**src/rtl/gpio_timer_regbank.sv**
```systemverilog
// GPIO and timer control/status register bank with a registered read port.
// GPIO interrupts are edge-detected and W1C; NUM_TIMERS counters run in-block. ADDR_W must be >= 5.
module gpio_timer_regbank #(
    parameter int GPIO_W     = 16,
    parameter int NUM_TIMERS = 2,
    parameter int ADDR_W     = 5
) (
    input  logic              clk,
    input  logic              reset,
    input  logic              req,
    input  logic              r_wn,
    input  logic [ADDR_W-1:0] addr,
    input  logic [3:0]        wben,
    input  logic [31:0]       wdata,
    output logic [31:0]       rdata,
    output logic              rvalid,
    input  logic [GPIO_W-1:0] gpio_pins_in,
    output logic [GPIO_W-1:0] gpio_data_out,
    output logic [GPIO_W-1:0] gpio_tristate_out,
    output logic              irq
);
    localparam logic [31:0] CNAME_VAL    = 32'h4852_4A44;
    localparam logic [31:0] CVERSION_VAL = 32'h0002_0000;

    typedef enum logic {T_IDLE, T_RUN} tstate_e;

    logic              wr_en, rd_en;
    logic [31:0]       lane_mask, clr_bits;
    logic [ADDR_W-1:0] t_off;
    logic [31:0]       t_idx;
    logic              in_timer;

    assign wr_en     = req & ~r_wn;
    assign rd_en     = req & r_wn;
    assign lane_mask = {{8{wben[3]}}, {8{wben[2]}}, {8{wben[1]}}, {8{wben[0]}}};
    assign clr_bits  = wdata & lane_mask;
    // Timer windows are 4-word aligned above word 16
    assign t_off     = addr - ADDR_W'(16);
    assign t_idx     = 32'(t_off[ADDR_W-1:2]);
    assign in_timer  = (addr >= ADDR_W'(16)) && (t_idx < 32'(NUM_TIMERS));

    function automatic logic [31:0] merge(input logic [31:0] old_v, input logic [31:0] new_v,
                                          input logic [31:0] m);
        return (old_v & ~m) | (new_v & m);
    endfunction

    logic [GPIO_W-1:0] tristate_q, imask_q, data_q, iedge_q, istatus_q, istatus_d;
    logic [GPIO_W-1:0] sync1_q, sync2_q, prev_q, edge_hit;
    logic [31:0]       scratch_q;
    logic              wr_istatus;

    assign wr_istatus = wr_en && (addr == ADDR_W'(8));
    assign edge_hit   = (sync2_q & ~prev_q & ~iedge_q) | (~sync2_q & prev_q & iedge_q);
    // Hardware set is OR-ed after the clear so a coincident edge survives
    assign istatus_d  = (istatus_q & ~(wr_istatus ? GPIO_W'(clr_bits) : '0)) | edge_hit;

    always_ff @(posedge clk) begin
        if (reset) begin
            tristate_q <= '0;
            imask_q    <= '0;
            data_q     <= '0;
            iedge_q    <= '0;
            istatus_q  <= '0;
            scratch_q  <= '0;
            sync1_q    <= '0;
            sync2_q    <= '0;
            prev_q     <= '0;
        end else begin
            if (wr_en && addr == ADDR_W'(2)) tristate_q <= GPIO_W'(merge(32'(tristate_q), wdata, lane_mask));
            if (wr_en && addr == ADDR_W'(4)) imask_q    <= GPIO_W'(merge(32'(imask_q), wdata, lane_mask));
            if (wr_en && addr == ADDR_W'(5)) data_q     <= GPIO_W'(merge(32'(data_q), wdata, lane_mask));
            if (wr_en && addr == ADDR_W'(6)) scratch_q  <= merge(scratch_q, wdata, lane_mask);
            if (wr_en && addr == ADDR_W'(7)) iedge_q    <= GPIO_W'(merge(32'(iedge_q), wdata, lane_mask));
            istatus_q <= istatus_d;
            sync1_q   <= gpio_pins_in;
            sync2_q   <= sync1_q;
            prev_q    <= sync2_q;
        end
    end

    logic [31:0]           t_word_w [NUM_TIMERS];
    logic [NUM_TIMERS-1:0] t_sel_w, t_irq_w;

    generate
        for (genvar gi = 0; gi < NUM_TIMERS; gi++) begin : g_timer
            tstate_e     state_q, state_d;
            logic [31:0] term_q, curr_q, curr_d, word;
            logic        mode_q, ien_q, done_q, done_set;
            logic        sel, wr_ctrl, start, halt, w1c_done;

            assign sel      = in_timer && (t_idx == 32'(gi));
            assign wr_ctrl  = wr_en && sel && (t_off[1:0] == 2'd0) && wben[0];
            assign start    = wr_ctrl && wdata[0];
            assign halt     = wr_ctrl && wdata[1];
            assign w1c_done = wr_en && sel && (t_off[1:0] == 2'd3) && wben[0] && wdata[0];

            always_comb begin
                state_d  = state_q;
                curr_d   = curr_q;
                done_set = 1'b0;
                if (state_q == T_RUN) begin
                    if (curr_q == term_q) begin
                        done_set = 1'b1;
                        if (mode_q) curr_d = '0;
                        else        state_d = T_IDLE;
                    end else begin
                        curr_d = curr_q + 32'd1;
                    end
                end
                if (halt) begin
                    state_d = T_IDLE;
                    curr_d  = curr_q;
                end else if (start) begin
                    state_d = T_RUN;
                    curr_d  = '0;
                end
            end

            always_ff @(posedge clk) begin
                if (reset) begin
                    state_q <= T_IDLE;
                    curr_q  <= '0;
                    term_q  <= '0;
                    mode_q  <= 1'b0;
                    ien_q   <= 1'b0;
                    done_q  <= 1'b0;
                end else begin
                    state_q <= state_d;
                    curr_q  <= curr_d;
                    done_q  <= (done_q & ~w1c_done) | done_set;
                    if (wr_ctrl) begin
                        mode_q <= wdata[2];
                        ien_q  <= wdata[3];
                    end
                    if (wr_en && sel && t_off[1:0] == 2'd1) term_q <= merge(term_q, wdata, lane_mask);
                end
            end

            always_comb begin
                case (t_off[1:0])
                    2'd0:    word = {28'd0, ien_q, mode_q, 2'b00};
                    2'd1:    word = term_q;
                    2'd2:    word = curr_q;
                    default: word = {30'd0, (state_q == T_RUN), done_q};
                endcase
            end

            assign t_word_w[gi] = word;
            assign t_sel_w[gi]  = sel;
            assign t_irq_w[gi]  = done_q & ien_q;
        end
    endgenerate

    logic [31:0] rd_word, rdata_q;
    logic        rvalid_q, irq_q;

    always_comb begin
        rd_word = '0;
        if (in_timer) begin
            for (int k = 0; k < NUM_TIMERS; k++) begin
                if (t_sel_w[k]) rd_word = t_word_w[k];
            end
        end else begin
            case (addr)
                ADDR_W'(0): rd_word = CNAME_VAL;
                ADDR_W'(1): rd_word = CVERSION_VAL;
                ADDR_W'(2): rd_word = 32'(tristate_q);
                ADDR_W'(3): rd_word = 32'(sync2_q);
                ADDR_W'(4): rd_word = 32'(imask_q);
                ADDR_W'(5): rd_word = 32'(data_q);
                ADDR_W'(6): rd_word = scratch_q;
                ADDR_W'(7): rd_word = 32'(iedge_q);
                ADDR_W'(8): rd_word = 32'(istatus_q);
                default:    rd_word = '0;
            endcase
        end
    end

    always_ff @(posedge clk) begin
        if (reset) begin
            rdata_q  <= '0;
            rvalid_q <= 1'b0;
            irq_q    <= 1'b0;
        end else begin
            rvalid_q <= rd_en;
            if (rd_en) rdata_q <= rd_word;
            irq_q <= (|(istatus_q & imask_q)) | (|t_irq_w);
        end
    end

    assign rdata             = rdata_q;
    assign rvalid            = rvalid_q;
    assign irq               = irq_q;
    assign gpio_data_out     = data_q;
    assign gpio_tristate_out = tristate_q;
endmodule

```
**config.mk**
```make
export PLATFORM = sky130hd
export DESIGN_NAME = gpio_timer_regbank
export DESIGN_NICKNAME = d
export VERILOG_FILES = /design/src/rtl/gpio_timer_regbank.sv
export SDC_FILE = /design/constraint.sdc
export NUM_CORES = 1
export LEC_CHECK = 0
export CAP_MARGIN = 10
export CORE_MARGIN = 4
export CORE_UTILIZATION = 40
export CTS_CLUSTER_DIAMETER = 30
export CTS_CLUSTER_SIZE = 20
export DETAILED_ROUTE_END_ITERATION = 10
export GPL_ROUTABILITY_DRIVEN = 0
export PLACE_DENSITY_LB_ADDON = 0.05
export SLEW_MARGIN = 10
export SYNTH_ARGS = -nofsm -noshare
export SYNTH_HDL_FRONTEND = slang
export SYNTH_SLANG_ARGS = --single-unit
export TNS_END_PERCENT = 5
```
**constraint.sdc**
```tcl
create_clock -name clk -period 2.4 [get_ports clk]
set_clock_uncertainty 0.15 [all_clocks]
set_input_delay 0.48 -clock clk [delete_from_list [all_inputs] [get_ports clk]]
set_output_delay 0.48 -clock clk [all_outputs]
set_load 0.005 [all_outputs]
```
# After elaboration in Yosys (flattened, before gate mapping)
# Cells that the tools add are included.
# word_totals
reg_bits	330
in_bits	61
output_inout_bits	66
elab_cells	152
# classes
add_sub_neg	3
n_lt_le_gt_ge	2
n_eq_ne	16
mux	27
bitwise	42
reduce_logical	38
# ops
cell	count
$mux 32	11
$pmux 32 s9	1
$pmux 32 s3	2
$and 16x16->16	10
$and 32x32->32	4
$or 16x16->16	6
$or 32x32->32	3
$add 32x1->32 const B	2
$eq 32x32->1	2
$not 16->16	4
$logic_not 32->1	1
$not 32->32	1
$logic_and 1x1->1	27
$eq 5x3->1 const B	4
$mux 16	1
$reduce_or 16->1	1
$mux 1	12
$eq 5x2->1 const B	2
$and 1x1->1	6
$ne 3x3->1 const B	2
$reduce_and 3->1	2
$reduce_or 2->1	3
$eq 5x1->1 const B	1
$eq 5x4->1 const B	1
11 further kinds	19

# Logic depth before layout (Yosys ltp)
# depth
depth_word	11
depth_mapped	10
ltp_nobuf	8

# Least setup slack after synthesis
# No wires, ideal clock.
# synth_timing
kind	input port to flip-flop
from	input addr[2]
to	register g_timer[0].curr_q[13]
setup_ps	128
arrival_ps	2193
t_required_ps	2122
setup_slack_ps	-70
stages	9
n_path_buf	2
path_cell_list	buf_6 > or3b_4 > nor4_4 > and2_4 > a21o_1 > nor2_1 > buf_2 > a221oi_1 > nor2_1
# synth_between
elab_chain_len	10
elab_cells_between_ends	16
cone_classes	add/sub: 1; order compare: 2; eq/ne: 1; mux: 1; bitwise: 1; reduce/logical: 10
# synth_rtl
element	line_no	source
start, declared	12	input logic [ADDR_W-1:0] addr,
$sub 5x5->5	38	assign t_off = addr - ADDR_W'(16);
$lt 3x2->1	40	assign in_timer = (addr >= ADDR_W'(16)) && (t_idx < 32'(NUM_TIMERS));
$logic_and 1x1->1	40	
$logic_and 1x1->1 (*)	91	assign sel = in_timer && (t_idx == 32'(gi));
$logic_and 1x1->1 (*) (3 in series)	92	assign wr_ctrl = wr_en && sel && (t_off[1:0] == 2'd0) && wben[0];
$logic_and 1x1->1, on equally long branches	93, 94	
$ne 3x3->1 (no source line), or another cell as far along	--	
$reduce_and 3->1 (no source line)	--	
end signal, assigned	129	curr_q <= curr_d;
end, declared	87	logic [31:0] term_q, curr_q, curr_d, word;
# Mark *: on every way between the ends. The rest lies on a longest branch, timed or not.
# A chain may end at the register's enable or synchronous reset.

# Final worst setup path
# layout_timing
from	input addr[3]
to	register rdata_q[22], in the netlist rdata[22]
# layout_between
elab_chain_len	7
elab_cells_between_ends	21
cone_classes	add/sub: 1; order compare: 2; eq/ne: 9; mux: 4; reduce/logical: 5
# layout_rtl
element	line_no	source
$sub 5x5->5	38	
$lt 3x2->1	40	
$logic_and 1x1->1	40	
$logic_and 1x1->1	91	
$mux 32 (2 in series)	161	if (t_sel_w[k]) rd_word = t_word_w[k];
$mux 32 (*)	159	if (in_timer) begin
end signal, assigned	186	if (rd_en) rdata_q <= rd_word;
end, declared	154	logic [31:0] rd_word, rdata_q;
# Marks and branches as above.

==> qor.tcl <==
set qor(run_status) {complete, but fails checks}
set qor(violations) {setup timing}
set qor(post_synth_main_area_contributors) {dfxtp_1 43%, nand2_1 7.0%, a21oi_1 6.4%}
set qor(wl_um) 59700
set qor(layout-drive-gt1-share) 0.239
set qor(final-max-slew-violation-count) 0
set qor(mostFrequentLayoutCell) {dfxtp_1}
set qor(r2r_cells) 9
set qor(power.total_mw) 18.7
set qor(grt_setup_unrepaired) {yes}
set qor(finalWorstPathRequiredPeriod_ps) 2410
set qor(start_util) 0.407
set qor(number_of_register_bits_inferred_by_synthesis) 330
set qor(clk_transition_reported_paths_ps) 40
set qor(n_antenna_cell) 0
set qor(postSynthAreaPerCell_um2) 8.14
set qor(drc) 0
set qor(dpl.cell_count) 2676
set qor(clockRootBuffer) {clkbuf_16}
set qor(ctsHtreeMaxLevel) 3
set qor(firstDrtPassIters) 6
set qor(ioPinCount) 127
set qor(endpoint_kind) {register}
set qor(worstSetupPathType) {input pin to register}
set qor(dpl.hpwl_um) 42900
set qor(io_buffers) 126
set qor(highest_layer) {met4}
set qor(nets) 2324
set qor(post_layout_nonfiller_instances) 2841
set qor(post_synth_edffs) 0
set qor(slew-limit-headroom) 0.583
set qor(maximum_clock_insertion_buffer_count) 3
set qor(detailedPlace.worstSlack_ps) -790
set qor(finalWorstSetupSlack_ps) -13.4
set qor(die-height_um) 204
set qor(timing.critical_path.fanout_max) 8
set qor(pin_count_of_the_biggest_net_entering_global_routing) 123
set qor(clock_latency_ps) 610
set qor(wirelength_met1_um) 24900
set qor(ys_types) 59
set qor(seq_total_area_yosys) 0.430
set qor(tritoncts_num_sinks) 330
set qor(hold_path_depth) 2
set qor(placementRows) 71
set qor(vdd_ir_drop_max_mv) 0.645
set qor(grt_usage) 0.277
set qor(worst-slew-pin-transition_ps) 618
set qor(ys.flop_type) {dfxtp_1}
set qor(max_freq_mhz) 414
set qor(required_time_of_the_worst_setup_path_ps) 2780
set qor(worst_hold_path_type) {input pin to register}
set qor(dieWidth_um) 204
set qor(final_cell_mix) {316 x dfxtp_1, 309 x buf_4, 284 x nand2_1}
set qor(syn_nets) 1953
set qor(finalSetupViolations) 1
set qor(asyncSetResetFlopFracSynth) 0
set qor(synthesis.yosys.warnings) 0
set qor(syn_inst) 1890
set qor(first_global_vias) 15727
set qor(stdcell_area_um2) 22700
set qor(drt-vias-per-instance) 5.67
set qor(dr_total_vias) 16104
set qor(hold_slack_ps) 96.1
set qor(routed_wire_length_per_instance_um) 21.0
set qor(placed_cell_area_um2) 19200
set qor(ant_nets) 0
set qor(layout.filler_cells) 3357
set qor(drt_iter0_drc) 1322
set qor(p_r_area_growth_vs_syn_pct) 47.8
set qor(synth_top_area_share) 0.430
set qor(route.met2.wl_um) 28800
set qor(final_hold_violations) 0
set qor(die_area_um2) 41700
set qor(setup_tns_after_final_layout_ps) -13.4
set qor(grt.overflow.total) 0
set qor(numCtsBuffers) 84
set qor(met3RoutedLength_um) 4020
set qor(leakage_power_nw) 8.35
set qor(first_pass_grt_wire_length_um) 91100
set qor(synth_area_um2) 15400
set qor(core_area_um2) 37800
set qor(synth_top_area_cell) {dfxtp_1}
set qor(power.density_nw_per_um2) 825
set qor(finalCoreUtilization) 0.602
set qor(worst_setup_path_start_kind) {input pin}
set qor(critical_path_arrival_ps) 2800
set qor(tritoncts) {yes}
set qor(drv.max_cap_violation_count) 0
set qor(final.period_utilization) 1.01
set qor(grt_antenna_before_repair) 0
-- final timing paths --
check	endpoint	slack (ps)	startpoint
worst max register to register	g_timer[0].curr_q[5]	10	register
worst min register to register	sync2_q[1]	280	sync1_q[1]
worst max-delay path	rdata[22]	-10	addr[3]
worst min-delay path	register	100	reset
-- synth_stat cells (12+ instances only) --
library cell / n
and3_1: 24
buf_2: 32
nand2_1: 287
clkbuf_1: 114
nor3b_1: 16
and2_1: 18
o21ai_0: 51
dfxtp_1: 330
a22o_1: 12
a22oi_1: 47
o211ai_1: 18
a21oi_1: 198
xnor2_1: 64
nor2b_1: 75
mux2i_1: 24
a221oi_1: 87
clkbuf_2: 16
or3_1: 16
nand3_1: 150
nor2_1: 99
nor3_1: 20
nand4_1: 30
o41ai_1: 13
a31oi_1: 31
-- power by group --
group / switching, mW / internal, mW / total [mW]
logic: 0.560 / 0.435 / 0.995
registers: 0.0622 / 5.58 / 5.64
clock network: 3.71 / 8.39 / 12.1
total: 4.33 / 14.4 / 18.7
-- cell families (layout without fill, tap and decap cells) --
group                      count (synthesis)  after routing  share of synthesized area
and+or+nand+nor                          783            783                      0.251
AOI/OAI and AO/OA                        505            505                      0.215
DFF                                      330            330                      0.430
adders and majority gates                  2              2                    0.00163
buffers and inverters                    178            618                     0.0478
xor gates and xnor gates                  64             64                     0.0364
muxes                                     28             28                     0.0185
-- worst max-delay path, stage by stage --
cell,delay [ps]
clkdlybuf4s50_1,520
buf_4,210
nand2b_1,160
buf_4,170
nor3_4,280
buf_6,180
nand2_1,60
a2111oi_1,450
buf_4,180
a21oi_1,30
nor2_1,80
-- layout make-up --
cell class	count	area, µm²	share of cell area
Multi-Input combinational cell	1382	8390	0.369
Sequential cell	330	6620	0.291
Timing Repair Buffer	456	3960	0.174
Clock buffer	110	2330	0.102
Clock inverter	45	757	0.0333
Tap cell	511	639	0.0281
Inverter	7	26.3	0.00116
-- layer usage --
layer / vias to the layer above / track usage
li1: 7605 / -
met1: 7769 / 0.351
met2: 592 / 0.473
met3: 138 / 0.0568
met4: 0 / 0.0948
met5: - / 0
-- repair_timing --
| item | CTS | global route |
|---|---|---|
| resized for setup | 9 | 80 |
| cloned | 0 | 1 |
| pin swaps | 0 | 23 |
| hold buffers | 0 | 0 |
| setup buffers | 0 | 10 |
| setup endpoints to repair | 26 | 77 |
Note: power is estimated with default switching activity, not from simulation.
